## config.mk

```make
export PLATFORM = sky130hd
export DESIGN_NAME = session_ctrl
export DESIGN_NICKNAME = d
export VERILOG_FILES = /design/src/rtl/session_ctrl.sv
export SDC_FILE = /design/constraint.sdc
export NUM_CORES = 1
export LEC_CHECK = 0
export CORE_MARGIN = 1
export CORE_UTILIZATION = 40
export CTS_CLUSTER_SIZE = 16
export DETAILED_ROUTE_END_ITERATION = 6
export GPL_ROUTABILITY_DRIVEN = 0
export MAX_ROUTING_LAYER = met4
export RECOVER_POWER = 50
export SLEW_MARGIN = 20
export SYNTH_ARGS = -nofsm -noshare
export SYNTH_HDL_FRONTEND = slang
export SYNTH_SLANG_ARGS = --single-unit
```

## constraint.sdc

```tcl
create_clock -name clk -period 6.2 [get_ports clk]
set_input_delay 1.86 -clock clk [delete_from_list [all_inputs] [get_ports clk]]
set_output_delay 1.86 -clock clk [all_outputs]
set_load 0.005 [all_outputs]
```

## src/rtl/session_ctrl.sv

```systemverilog
// session_ctrl: session layer of the FPGA telephone.
//
// Runs call setup and teardown (dial, ring, answer, reject, hang up) with
// 16-bit control packets {peer[15:8], opcode[7:0]}. While a call is
// CONNECTED it moves voice words from the mic FIFO to transport and from
// transport into the speaker FIFO.
//
// Ports:
//   clk, reset (async, active low)
//   phoneNum, userInp            keypad/UI number and command
//   cmdIn, packetIn              transport receive strobe and payload
//   transportBusy                transport cannot take a command this cycle
//   cmd, dataOut                 transmit strobe and payload
//   micFlag, sessionBusy         CONNECTED / not-IDLE indications
//   phoneOut, current_state      peer number and FSM state (debug visible)
//   ac97_clk                     sample strobe qualifying FIFO accesses
//   micBuffer_wr_en, micBufferIn mic FIFO push side
//   spkBuffer_rd_en, spkBufferOut speaker FIFO pop side (first-word fall-through)
//   mic/spk Full/Empty flags
//
// Optional build macro CALL_TIMEOUT_EN: adds an unanswered-call timer of
// TIMEOUT_CYCLES clocks in WAIT_ANSWER, REMOTE_RING and INCOMING.

// Small FWFT FIFO. When empty, dout holds the last word popped (0 after
// reset). A push and pop in the same cycle always leaves the count
// unchanged; on an empty FIFO the pushed word passes straight through.
module session_fifo #(
    parameter int DEPTH = 16,
    parameter int W     = 16
) (
    input  logic         clk,
    input  logic         reset,
    input  logic         flush,
    input  logic         push,
    input  logic         pop,
    input  logic [W-1:0] din,
    output logic [W-1:0] dout,
    output logic         empty,
    output logic         full
);
    localparam int AW = $clog2(DEPTH);

    logic [W-1:0] mem [DEPTH];
    logic [AW:0]  wr_ptr;
    logic [AW:0]  rd_ptr;
    logic [W-1:0] hold;
    logic         do_push;
    logic         do_pop;

    assign empty   = (wr_ptr == rd_ptr);
    assign full    = (wr_ptr[AW] != rd_ptr[AW]) && (wr_ptr[AW-1:0] == rd_ptr[AW-1:0]);
    assign do_push = push && (!full || pop);
    assign do_pop  = pop && (!empty || push);
    assign dout    = empty ? hold : mem[rd_ptr[AW-1:0]];

    always_ff @(posedge clk or negedge reset) begin
        if (!reset) begin
            wr_ptr <= '0;
            rd_ptr <= '0;
            hold   <= '0;
        end else if (flush) begin
            wr_ptr <= '0;
            rd_ptr <= '0;
        end else begin
            if (do_push) wr_ptr <= wr_ptr + (AW+1)'(1);
            if (do_pop) begin
                rd_ptr <= rd_ptr + (AW+1)'(1);
                hold   <= empty ? din : mem[rd_ptr[AW-1:0]];
            end
        end
    end

    always_ff @(posedge clk) begin
        if (do_push) mem[wr_ptr[AW-1:0]] <= din;
    end
endmodule

module session_ctrl #(
    parameter int FIFO_DEPTH     = 16,
    parameter int TIMEOUT_CYCLES = 1000000
) (
    input  logic        clk,
    input  logic        reset,
    input  logic [7:0]  phoneNum,
    input  logic [4:0]  userInp,
    input  logic [1:0]  cmdIn,
    input  logic [15:0] packetIn,
    input  logic        transportBusy,
    output logic        micFlag,
    output logic [1:0]  cmd,
    output logic [15:0] dataOut,
    output logic        sessionBusy,
    output logic [7:0]  phoneOut,
    output logic [3:0]  current_state,
    input  logic        ac97_clk,
    input  logic        micBuffer_wr_en,
    input  logic [15:0] micBufferIn,
    input  logic        spkBuffer_rd_en,
    output logic [15:0] spkBufferOut,
    output logic        micBufferFull,
    output logic        micBufferEmpty,
    output logic        spkBufferFull,
    output logic        spkBufferEmpty
);
    typedef enum logic [3:0] {
        S_IDLE        = 4'd0,
        S_DIALING     = 4'd1,
        S_WAIT_ANSWER = 4'd2,
        S_REMOTE_RING = 4'd3,
        S_INCOMING    = 4'd4,
        S_CONNECTED   = 4'd5,
        S_HANGUP      = 4'd6,
        S_ACCEPTING   = 4'd7,
        S_REJECTING   = 4'd8
    } state_t;

    localparam logic [7:0] OP_CALL_REQ = 8'h01;
    localparam logic [7:0] OP_ACCEPT   = 8'h02;
    localparam logic [7:0] OP_REJECT   = 8'h03;
    localparam logic [7:0] OP_HANGUP   = 8'h04;
    localparam logic [7:0] OP_RINGING  = 8'h05;

    localparam logic [4:0] UI_DIAL   = 5'h01;
    localparam logic [4:0] UI_ANSWER = 5'h02;
    localparam logic [4:0] UI_HANGUP = 5'h03;
    localparam logic [4:0] UI_REJECT = 5'h04;

    state_t      state, next_state;
    logic [7:0]  remote;
    logic        ring_sent;      // RINGING already sent in this INCOMING visit
    logic        arej_pend;
    logic [7:0]  arej_peer;
    logic        load_remote;
    logic [7:0]  load_val;
    logic        timeout;

    logic        rx_ctrl, rx_match, foreign_req;
    logic [7:0]  rx_peer, rx_op;

    logic        msg_valid;
    logic [15:0] msg_word;
    logic        ctrl_sent, arej_sent, mic_pop;
    logic        fifo_flush, spk_push;
    logic [15:0] mic_head;

    assign rx_ctrl     = (cmdIn == 2'b01);
    assign rx_peer     = packetIn[15:8];
    assign rx_op       = packetIn[7:0];
    assign rx_match    = rx_ctrl && (rx_peer == remote);
    // A stranger calling while we are busy gets an automatic REJECT.
    assign foreign_req = rx_ctrl && (state != S_IDLE) && (rx_peer != remote)
                         && (rx_op == OP_CALL_REQ);

    // Control message owed by the current state, if any.
    always_comb begin
        msg_valid = 1'b0;
        msg_word  = '0;
        case (state)
            S_DIALING:   begin msg_valid = 1'b1;       msg_word = {remote, OP_CALL_REQ}; end
            S_INCOMING:  begin msg_valid = !ring_sent; msg_word = {remote, OP_RINGING};  end
            S_ACCEPTING: begin msg_valid = 1'b1;       msg_word = {remote, OP_ACCEPT};   end
            S_REJECTING: begin msg_valid = 1'b1;       msg_word = {remote, OP_REJECT};   end
            S_HANGUP:    begin msg_valid = 1'b1;       msg_word = {remote, OP_HANGUP};   end
            default:     ;
        endcase
    end

    // Transmit handshake: cmd != 00 is a one-cycle valid strobe and
    // !transportBusy is its ready; cmd is only raised when ready, so every
    // non-zero cmd cycle is a completed transfer. Anything not sent stays
    // pending. Order: auto-reject, state message, voice.
    always_comb begin
        cmd       = 2'b00;
        dataOut   = '0;
        arej_sent = 1'b0;
        ctrl_sent = 1'b0;
        mic_pop   = 1'b0;
        if (!transportBusy) begin
            if (arej_pend) begin
                cmd       = 2'b01;
                dataOut   = {arej_peer, OP_REJECT};
                arej_sent = 1'b1;
            end else if (msg_valid) begin
                cmd       = 2'b01;
                dataOut   = msg_word;
                ctrl_sent = 1'b1;
            end else if (state == S_CONNECTED && !micBufferEmpty) begin
                cmd       = 2'b10;
                dataOut   = mic_head;
                mic_pop   = 1'b1;
            end
        end
    end

    always_comb begin
        next_state  = state;
        load_remote = 1'b0;
        load_val    = '0;
        case (state)
            S_IDLE: begin
                if (rx_ctrl && rx_op == OP_CALL_REQ) begin
                    next_state  = S_INCOMING;
                    load_remote = 1'b1;
                    load_val    = rx_peer;
                end else if (userInp == UI_DIAL && phoneNum != 8'h00) begin
                    next_state  = S_DIALING;
                    load_remote = 1'b1;
                    load_val    = phoneNum;
                end
            end
            S_DIALING: if (ctrl_sent) next_state = S_WAIT_ANSWER;
            S_WAIT_ANSWER, S_REMOTE_RING: begin
                if (rx_match && rx_op == OP_RINGING && state == S_WAIT_ANSWER)
                    next_state = S_REMOTE_RING;
                else if (rx_match && rx_op == OP_ACCEPT)
                    next_state = S_CONNECTED;
                else if (rx_match && (rx_op == OP_REJECT || rx_op == OP_HANGUP))
                    next_state = S_IDLE;
                else if (userInp == UI_HANGUP || timeout)
                    next_state = S_HANGUP;
            end
            S_INCOMING: begin
                if (rx_match && rx_op == OP_HANGUP)
                    next_state = S_IDLE;
                else if (userInp == UI_ANSWER)
                    next_state = S_ACCEPTING;
                else if (userInp == UI_HANGUP || userInp == UI_REJECT || timeout)
                    next_state = S_REJECTING;
            end
            S_CONNECTED: begin
                if (rx_match && rx_op == OP_HANGUP) next_state = S_IDLE;
                else if (userInp == UI_HANGUP)      next_state = S_HANGUP;
            end
            S_ACCEPTING: if (ctrl_sent) next_state = S_CONNECTED;
            S_REJECTING, S_HANGUP: if (ctrl_sent) next_state = S_IDLE;
            default: next_state = S_IDLE;
        endcase
    end

    always_ff @(posedge clk or negedge reset) begin
        if (!reset) begin
            state     <= S_IDLE;
            remote    <= '0;
            ring_sent <= 1'b0;
            arej_pend <= 1'b0;
            arej_peer <= '0;
        end else begin
            state     <= next_state;
            if (load_remote) remote <= load_val;
            ring_sent <= (state == S_INCOMING) && (next_state == S_INCOMING)
                         && (ring_sent || ctrl_sent);
            // A new foreign CALL_REQ overwrites any reject still pending.
            if (foreign_req) begin
                arej_pend <= 1'b1;
                arej_peer <= rx_peer;
            end else if (arej_sent) begin
                arej_pend <= 1'b0;
            end
        end
    end

`ifdef CALL_TIMEOUT_EN
    localparam int TW = $clog2(TIMEOUT_CYCLES + 1);
    logic [TW-1:0] wait_cnt;
    logic          timed_state;

    assign timed_state = (state == S_WAIT_ANSWER) || (state == S_REMOTE_RING)
                         || (state == S_INCOMING);
    assign timeout     = timed_state && (wait_cnt == TW'(TIMEOUT_CYCLES));

    always_ff @(posedge clk or negedge reset) begin
        if (!reset)                                 wait_cnt <= '0;
        else if (!timed_state || next_state != state) wait_cnt <= '0;
        else                                        wait_cnt <= wait_cnt + TW'(1);
    end
`else
    // No timer: unanswered calls wait forever (expression is constant 0).
    assign timeout = (TIMEOUT_CYCLES < 0);
`endif

    assign fifo_flush = (state == S_CONNECTED) && (next_state != S_CONNECTED);
    assign spk_push   = (cmdIn == 2'b10) && (state == S_CONNECTED);

    session_fifo #(.DEPTH(FIFO_DEPTH), .W(16)) u_mic_fifo (
        .clk   (clk),
        .reset (reset),
        .flush (fifo_flush),
        .push  (micBuffer_wr_en && ac97_clk),
        .pop   (mic_pop),
        .din   (micBufferIn),
        .dout  (mic_head),
        .empty (micBufferEmpty),
        .full  (micBufferFull)
    );

    session_fifo #(.DEPTH(FIFO_DEPTH), .W(16)) u_spk_fifo (
        .clk   (clk),
        .reset (reset),
        .flush (fifo_flush),
        .push  (spk_push),
        .pop   (spkBuffer_rd_en && ac97_clk),
        .din   (packetIn),
        .dout  (spkBufferOut),
        .empty (spkBufferEmpty),
        .full  (spkBufferFull)
    );

    assign micFlag       = (state == S_CONNECTED);
    assign sessionBusy   = (state != S_IDLE);
    assign phoneOut      = (state == S_IDLE) ? 8'h00 : remote;
    assign current_state = state;
endmodule

```

==> impl_metrics.prom, run 1 <==
# TYPE chip_impl_metric gauge
chip_impl_metric{name="route.detailed.vias_per_inst",unit=""} 5.53
chip_impl_metric{name="total_of_cells_resized_after_clock_tree_synthesis",unit=""} 0
chip_impl_metric{name="drcViolationCount",unit=""} 1
chip_impl_metric{name="dr.pass1.iters",unit=""} 7
chip_impl_metric{name="yosys_warnings",unit=""} 0
chip_impl_info{name="most-common-layout-cells",value="sky130_fd_sc_hd__edfxtp_1 (512), sky130_fd_sc_hd__mux4_2 (160), sky130_fd_sc_hd__nand2_1 (94), sky130_fd_sc_hd__clkdlybuf4s50_1 (70), sky130_fd_sc_hd__clkbuf_16 (60)"} 1
chip_impl_info{name="crit_start",value="transportBusy"} 1
chip_impl_info{name="root_buffer_cell",value="sky130_fd_sc_hd__clkbuf_16"} 1
chip_impl_metric{name="powerDensity",unit="nW/um2"} 397
chip_impl_metric{name="finalHoldViolCount",unit=""} 0
chip_impl_metric{name="number_of_synthesized_flops_with_an_enable_pin",unit=""} 512
chip_impl_info{name="hold_path_class",value="reg -> reg"} 1
chip_impl_metric{name="synth.ff_latch_count",unit=""} 570
chip_impl_metric{name="fillerInstances",unit=""} 4820
chip_impl_metric{name="floorplan.initialDensity",unit=""} 0.406
chip_impl_metric{name="grtUsageTotal",unit=""} 0.201
chip_impl_metric{name="number_of_buffers_between_clock_root_and_the_deepest_sink",unit=""} 3
chip_impl_metric{name="synth.net_count",unit=""} 1288
chip_impl_metric{name="setup_tns",unit="ns"} 0
chip_impl_info{name="critPathLaunchType",value="primary input"} 1
chip_impl_info{name="synth_flop_cell",value="sky130_fd_sc_hd__edfxtp_1"} 1
chip_impl_metric{name="setup_viol",unit=""} 0
chip_impl_metric{name="timing.fmax",unit="MHz"} 171
chip_impl_info{name="layout.cells.most_common",value="sky130_fd_sc_hd__edfxtp_1"} 1
chip_impl_metric{name="r2r_cells",unit=""} 7
chip_impl_metric{name="irDropWorstVdd",unit="uV"} 308
chip_impl_metric{name="worst_slack",unit="ns"} 0.338
chip_impl_info{name="rsz0062_at_grt",value="false"} 1
chip_impl_metric{name="post_route_cells_drive_above_1_share",unit=""} 0.248
chip_impl_metric{name="routed_wl",unit="mm"} 57.0
chip_impl_metric{name="drt-wirelength-per-cell",unit="um"} 25.8
chip_impl_metric{name="routed-via-count",unit=""} 12200
chip_impl_metric{name="pre_cts_ws",unit="ns"} 0.677
chip_impl_metric{name="htree_num_levels",unit=""} 2
chip_impl_metric{name="grt_antenna_before_repair",unit=""} 5
chip_impl_metric{name="netlist_area",unit="um2"} 23500
chip_impl_metric{name="final_max_slew_viol_count",unit=""} 61
chip_impl_info{name="critical_path_class",value="in -> out"} 1
chip_impl_metric{name="hpwlAfterDp",unit="mm"} 35.2
chip_impl_metric{name="hold_buffers",unit=""} 0
chip_impl_info{name="violations",value="design-rule violations, max-capacitance violations, max-slew violations"} 1
chip_impl_metric{name="cts.sink_count",unit=""} 570
chip_impl_metric{name="postCtsSetupBuffers",unit=""} 0
chip_impl_metric{name="coreArea",unit="um2"} 57800
chip_impl_info{name="critPathCapture",value="dataOut[4]"} 1
chip_impl_metric{name="tightestPinTransition",unit="ns"} 2.09
chip_impl_metric{name="syn_inst",unit=""} 1225
chip_impl_metric{name="clock_skew",unit="ns"} 0.0387
chip_impl_metric{name="first_pass_grt_wire_length",unit="mm"} 84.6
chip_impl_info{name="run_status",value="complete, but fails checks"} 1
chip_impl_info{name="clock_tree_from_tritoncts",value="built"} 1
chip_impl_metric{name="row_count",unit=""} 88
chip_impl_metric{name="grt_remaining_overflow",unit=""} 0
chip_impl_info{name="setup.worst_path.end_class",value="output port"} 1
chip_impl_metric{name="avgSynthCellArea",unit="um2"} 19.2
chip_impl_metric{name="finish.net_count",unit=""} 1455
chip_impl_metric{name="worst_slew_margin_rel",unit=""} -0.392
chip_impl_metric{name="chipWidth",unit="um"} 244
chip_impl_metric{name="worst_case_register_to_register_setup_slack",unit="ns"} 2.47
chip_impl_metric{name="synth_cell_types",unit=""} 69
chip_impl_metric{name="place.port_buffers",unit=""} 104
chip_impl_metric{name="critical_path.max_fanout",unit=""} 5
chip_impl_metric{name="clk_pin_slew",unit="ns"} 0.06
chip_impl_metric{name="floorplan.io_pins",unit=""} 105
chip_impl_metric{name="asyncSetResetFlopFracSynth",unit=""} 0.102
chip_impl_metric{name="detail-route-antenna-nets",unit=""} 0
chip_impl_metric{name="syn2layout_area_growth",unit="%"} 17.5
chip_impl_metric{name="cp.required",unit="ns"} 4.34
chip_impl_metric{name="finalCritPeriodShare",unit=""} 0.945
chip_impl_metric{name="cts_buffers",unit=""} 59
chip_impl_metric{name="cp_data_arrival_time",unit="ns"} 4.00
chip_impl_metric{name="synth.yosys.seq_area_share",unit=""} 0.716
chip_impl_info{name="r2r_end",value="u_mic_fifo.mem[8][8]"} 1
chip_impl_info{name="rr_startpoint",value="arej_pend"} 1
chip_impl_metric{name="final.min_clock_period",unit="ns"} 5.86
chip_impl_metric{name="first_global_vias",unit=""} 12800
chip_impl_metric{name="static-leakage-power",unit="uW"} 0.00900
chip_impl_metric{name="clkLatencyLatePin",unit="ns"} 0.63
chip_impl_metric{name="detailedRoute.firstIterationViolations",unit=""} 1069
chip_impl_metric{name="die_y",unit="um"} 244
chip_impl_metric{name="maxCapViolCount",unit=""} 2
chip_impl_metric{name="whs",unit="ns"} 0.508
chip_impl_metric{name="die_area",unit="um2"} 59700
chip_impl_metric{name="maximum_number_of_pins_on_one_net_before_global_route_repair",unit=""} 68
## metrics by stage
step | std cells | instance area (um2) | power, uW | utilization
floorplan | 1225 | 23500 | 6520 | -
global placement | 2096 | 25700 | 7550 | 0.445
detailed placement | 2096 | 25700 | 7590 | 0.445
CTS | 2207 | 27700 | 11100 | 0.479
global route | 2211 | 27600 | 11400 | 0.478
finish | 2211 | 27600 | 11000 | 0.478
## cells in the mapped netlist (3+ instances only)
cell type                  instances  area [um2]
sky130_fd_sc_hd__ha_1             10         125
sky130_fd_sc_hd__clkbuf_1         24        90.1
sky130_fd_sc_hd__nor3_1           22         110
sky130_fd_sc_hd__nand4_1          11        68.8
sky130_fd_sc_hd__o21ai_1           4        20.0
sky130_fd_sc_hd__o22a_1           16         140
sky130_fd_sc_hd__o211ai_2          3        37.5
sky130_fd_sc_hd__and3_1            7        43.8
sky130_fd_sc_hd__a31oi_1           4        25.0
sky130_fd_sc_hd__buf_6             8        90.1
sky130_fd_sc_hd__inv_2             3        11.3
sky130_fd_sc_hd__dfrtp_1          58        1450
sky130_fd_sc_hd__nand3_1          19        95.1
sky130_fd_sc_hd__nor2b_1          19         119
sky130_fd_sc_hd__nand2_1          94         353
sky130_fd_sc_hd__xnor2_1          20         175
sky130_fd_sc_hd__xor2_1           17         149
sky130_fd_sc_hd__buf_1            12        45.0
sky130_fd_sc_hd__edfxtp_1        512       15400
sky130_fd_sc_hd__and4_1            3        26.3
sky130_fd_sc_hd__buf_2            18        90.1
sky130_fd_sc_hd__nor2_1           47         176
sky130_fd_sc_hd__inv_1            13        48.8
sky130_fd_sc_hd__o21ai_0          11        55.1
sky130_fd_sc_hd__o211ai_1          4        30.0
sky130_fd_sc_hd__a221oi_1          8        70.1
sky130_fd_sc_hd__a21oi_1           7        35.0
sky130_fd_sc_hd__mux2i_1           7        70.1
sky130_fd_sc_hd__mux2_2            8        90.1
sky130_fd_sc_hd__nor3b_2           4        50.1
sky130_fd_sc_hd__nand2b_1          3        18.8
sky130_fd_sc_hd__and2_1           20         125
sky130_fd_sc_hd__mux4_2          160        3600
## routing by layer
layer / vias to the layer above / GRT usage / wire length, um / share of wire
met1: 6430 / 0.254 / 23100 / 0.40
li1: 5300 / - / - / -
met3: 95 / 0.0346 / 3570 / 0.063
met4: 0 / 0.0632 / 1530 / 0.027
met5: - / - / 0 / 0
met2: 411 / 0.332 / 28800 / 0.51
## worst min-delay path by stage
stage,to,slack (ns),from,cells after the start
2_1_floorplan,arej_peer[0],0.48,arej_peer[0],1
3_3_place_gp,arej_peer[5],0.49,arej_peer[5],1
3_5_place_dp,arej_peer[6],0.50,arej_peer[6],1
4_1_cts,u_spk_fifo.hold[4],0.51,u_spk_fifo.hold[4],1
5_1_grt,u_spk_fifo.hold[14],0.52,u_spk_fifo.hold[14],1
6_report,u_spk_fifo.hold[10],0.51,u_spk_fifo.hold[10],1
## cells by family (layout without fill, tap and decap cells)
kind of cell | Yosys count | in the layout | synth area share
and+or+nand+nor | 269 | 269 | 0.0584
adders and majority gates | 10 | 10 | 0.00533
xor gates and xnor gates | 37 | 37 | 0.0138
buffers and inverters | 85 | 302 | 0.0194
muxes | 175 | 175 | 0.160
other | 0 | 4 | 0
AOI/OAI and AO/OA | 79 | 79 | 0.0264
DFF | 570 | 570 | 0.716
## critical path: stages
cell and delay, ns:
sky130_fd_sc_hd__clkdlybuf4s50_1 0.42, sky130_fd_sc_hd__nor2_1 0.12, sky130_fd_sc_hd__clkbuf_1 0.35, sky130_fd_sc_hd__o211ai_1 0.35
sky130_fd_sc_hd__buf_4 0.27, sky130_fd_sc_hd__nor2b_1 0.11, sky130_fd_sc_hd__clkdlybuf4s50_1 0.51
## report_power, final
group,total (uW),leakage (uW),switching [uW],internal [uW]
registers,4600,0.00534,217,4390
logic,2850,0.00272,1390,1460
clock network,3510,0.000943,1470,2040
total,11000,0.00900,3080,7880
## cell type report
class | instances | area, um2 | area share
Multi-Input combinational cell | 570 | 6270 | 0.227
Tap cell | 765 | 957 | 0.0347
Clock buffer | 81 | 1660 | 0.0601
Antenna cell | 4 | 10.0 | 0.000363
Inverter | 16 | 60.1 | 0.00218
Timing Repair Buffer | 175 | 1540 | 0.0558
Clock inverter | 30 | 270 | 0.00979
Sequential cell | 570 | 16800 | 0.610
## flip-flops by register name, indices dropped and copies added, names as in the netlist
name / cells
u_spk_fifo.rd_ptr: 5
ring_sent: 1
arej_pend: 1
u_mic_fifo.wr_ptr: 5
current_state: 4
u_mic_fifo.rd_ptr: 5
arej_peer: 8
remote: 8
u_spk_fifo.hold: 16
u_spk_fifo.mem: 256
u_mic_fifo.mem: 256
u_spk_fifo.wr_ptr: 5
(Power assumes the default switching activity.)
==> run 2: changes to the inputs <==
- CORE_ASPECT_RATIO: not set -> 0.9
- DONT_BUFFER_PORTS: not set -> 1
==> impl_metrics.prom, run 2 (synthesis results as in run 1) <==
# TYPE chip_impl_metric gauge
chip_impl_metric{name="worst_case_register_to_register_setup_slack",unit="ns"} 2.37
chip_impl_info{name="root_buffer_cell",value="sky130_fd_sc_hd__clkbuf_16"} 1
chip_impl_metric{name="clk_pin_slew",unit="ns"} 0.06
chip_impl_metric{name="multi_input_comb_area",unit="um2"} 6280
chip_impl_metric{name="cp_data_arrival_time",unit="ns"} 3.30
chip_impl_metric{name="cts.sink_count",unit=""} 570
chip_impl_metric{name="hold_buffers",unit=""} 0
chip_impl_metric{name="die_y",unit="um"} 232
chip_impl_metric{name="postLayoutCoreUtil",unit=""} 0.457
chip_impl_metric{name="first_global_vias",unit=""} 12000
chip_impl_metric{name="maximum_number_of_pins_on_one_net_before_global_route_repair",unit=""} 59
chip_impl_metric{name="drcViolationCount",unit=""} 0
chip_impl_metric{name="irDropWorstVdd",unit="uV"} 238
chip_impl_info{name="critical_path_cell_by_cell",value="buf_12 -> xnor2_1 -> nand4_1 -> or2_1 -> and2_1 -> a221oi_1 -> nor3_1"} 1
chip_impl_metric{name="place.port_buffers",unit=""} 0
chip_impl_metric{name="routed-via-count",unit=""} 11700
chip_impl_metric{name="whs",unit="ns"} 0.507
chip_impl_metric{name="finish.net_count",unit=""} 1324
chip_impl_metric{name="timing.fmax",unit="MHz"} 194
chip_impl_metric{name="setup_viol",unit=""} 0
chip_impl_metric{name="htree_num_levels",unit=""} 2
chip_impl_metric{name="r2r_cells",unit=""} 7
chip_impl_metric{name="fillerInstances",unit=""} 4908
chip_impl_metric{name="routed_wl",unit="mm"} 54.3
chip_impl_metric{name="critical_path.max_fanout",unit=""} 32
chip_impl_metric{name="whs_path_depth",unit=""} 1
chip_impl_metric{name="antenna_cells_inserted",unit=""} 0
chip_impl_info{name="rsz0062_at_grt",value="false"} 1
chip_impl_metric{name="coreArea",unit="um2"} 57500
chip_impl_metric{name="die_area",unit="um2"} 59700
chip_impl_metric{name="detail-route-antenna-nets",unit=""} 0
chip_impl_metric{name="finalHoldViolCount",unit=""} 0
chip_impl_metric{name="grt_remaining_overflow",unit=""} 0
chip_impl_metric{name="detailedRoute.firstIterationViolations",unit=""} 1136
chip_impl_info{name="most-common-layout-cells",value="sky130_fd_sc_hd__edfxtp_1 (512), sky130_fd_sc_hd__mux4_2 (160), sky130_fd_sc_hd__nand2_1 (94), sky130_fd_sc_hd__clkbuf_16 (59), sky130_fd_sc_hd__dfrtp_1 (54)"} 1
chip_impl_metric{name="tightestPinTransition",unit="ns"} 1.05
chip_impl_info{name="rr_startpoint",value="current_state[0]"} 1
chip_impl_metric{name="hpwlAfterDp",unit="mm"} 32.4
chip_impl_metric{name="first_pass_grt_wire_length",unit="mm"} 80.1
chip_impl_metric{name="clkLatencyLatePin",unit="ns"} 0.62
chip_impl_info{name="path_delay_family",value="simple AND/OR/NAND/NOR gates"} 1
chip_impl_metric{name="floorplan.initialDensity",unit=""} 0.408
chip_impl_info{name="clock_tree_from_tritoncts",value="built"} 1
chip_impl_metric{name="cp.required",unit="ns"} 4.34
chip_impl_info{name="layout.cells.most_common",value="sky130_fd_sc_hd__edfxtp_1"} 1
chip_impl_metric{name="chipWidth",unit="um"} 257
chip_impl_metric{name="crit_buf_inv",unit=""} 1
chip_impl_metric{name="syn2layout_area_growth",unit="%"} 11.9
chip_impl_metric{name="slowest_delay",unit="ns"} 0.81
chip_impl_info{name="holdCritStartpoint",value="u_spk_fifo.hold[8]"} 1
chip_impl_metric{name="finalCritPeriodShare",unit=""} 0.832
chip_impl_metric{name="sequential_cell_area",unit="um2"} 16800
chip_impl_metric{name="post-place-cells",unit=""} 1966
chip_impl_metric{name="dr.pass1.iters",unit=""} 5
chip_impl_metric{name="drt-wirelength-per-cell",unit="um"} 26.2
chip_impl_info{name="hold_path_class",value="reg -> reg"} 1
chip_impl_info{name="run_status",value="finished, final reports clean"} 1
chip_impl_metric{name="grtUsageTotal",unit=""} 0.189
chip_impl_metric{name="number_of_buffers_between_clock_root_and_the_deepest_sink",unit=""} 3
chip_impl_metric{name="cts_buffers",unit=""} 58
chip_impl_metric{name="grt_antenna_before_repair",unit=""} 1
chip_impl_metric{name="total_of_cells_resized_after_clock_tree_synthesis",unit=""} 0
chip_impl_metric{name="final_max_slew_viol_count",unit=""} 0
chip_impl_metric{name="maxCapViolCount",unit=""} 0
chip_impl_metric{name="postCtsSetupBuffers",unit=""} 0
chip_impl_metric{name="row_count",unit=""} 83
chip_impl_metric{name="route.detailed.vias_per_inst",unit=""} 5.62
chip_impl_info{name="crit_start",value="u_mic_fifo.rd_ptr[0]"} 1
chip_impl_info{name="critical_path_class",value="reg -> out"} 1
chip_impl_info{name="crit_path_top_delay_cell",value="sky130_fd_sc_hd__dfrtp_4"} 1
chip_impl_metric{name="post_route_cells_drive_above_1_share",unit=""} 0.254
chip_impl_info{name="worst_hold_path.endpoint",value="u_spk_fifo.hold[8]"} 1
chip_impl_metric{name="worst_slew_margin_rel",unit=""} 0.290
chip_impl_metric{name="setup_tns",unit="ns"} 0
chip_impl_metric{name="clock_skew",unit="ns"} 0.0297
chip_impl_metric{name="finish.cell_count_without_fillers",unit=""} 2072
chip_impl_metric{name="floorplan.io_pins",unit=""} 105
chip_impl_metric{name="static-leakage-power",unit="uW"} 0.00843
chip_impl_metric{name="powerDensity",unit="nW/um2"} 393
chip_impl_info{name="r2r_end",value="u_mic_fifo.mem[1][2]"} 1
chip_impl_info{name="setup.worst_path.end_class",value="output port"} 1
chip_impl_metric{name="final.min_clock_period",unit="ns"} 5.16
chip_impl_info{name="critPathLaunchType",value="register"} 1
run 2: routing by layer:
layer  track usage  wire length [um]
met5             -                 0
met4        0.0553              1310
met2         0.304             26800
met1         0.249             23200
met3        0.0331              2960
run 2: cell type report:
class	instances	area share
Inverter	16	0.00228
Sequential cell	570	0.640
Clock buffer	75	0.0584
Clock inverter	31	0.0103
Timing Repair Buffer	45	0.0133
Multi-Input combinational cell	570	0.239
Tap cell	765	0.0364
run 2: worst max-delay path by stage:
stage,to,slack (ns),depth (start not counted)
3_5_place_dp,dataOut[7],1.56,5
3_3_place_gp,dataOut[9],1.58,6
2_1_floorplan,dataOut[7],1.61,5
5_1_grt,dataOut[9],0.79,7
4_1_cts,dataOut[9],0.94,7
6_report,dataOut[9],1.04,7
run 2: worst reg2reg max path: stages (launching register included):
cell and delay (ns):
sky130_fd_sc_hd__dfrtp_1 0.82, sky130_fd_sc_hd__and4bb_1 0.60, sky130_fd_sc_hd__o211ai_2 0.15, sky130_fd_sc_hd__buf_4 0.22, sky130_fd_sc_hd__a21oi_2 0.40, sky130_fd_sc_hd__nand2_1 0.27, sky130_fd_sc_hd__nor3_2 0.67, sky130_fd_sc_hd__buf_4 0.39
run 2: power breakdown:
group	total, uW	switching [uW]	internal, uW
Sequential	4690	304	4390
Combinational	2290	1160	1130
Clock	3350	1440	1910
Total	10300	2900	7430
run 2: per-stage QoR:
stage                     setup WS (ns)  power, uW  area (um2)
final                              1.04      10300       26300
after global routing              0.794      10800       26300
after CTS                         0.935      10400       26300
after detailed placement           1.56       7100       24500
after global placement             1.58       7070       24500
after floorplan                    1.61       6520       23500
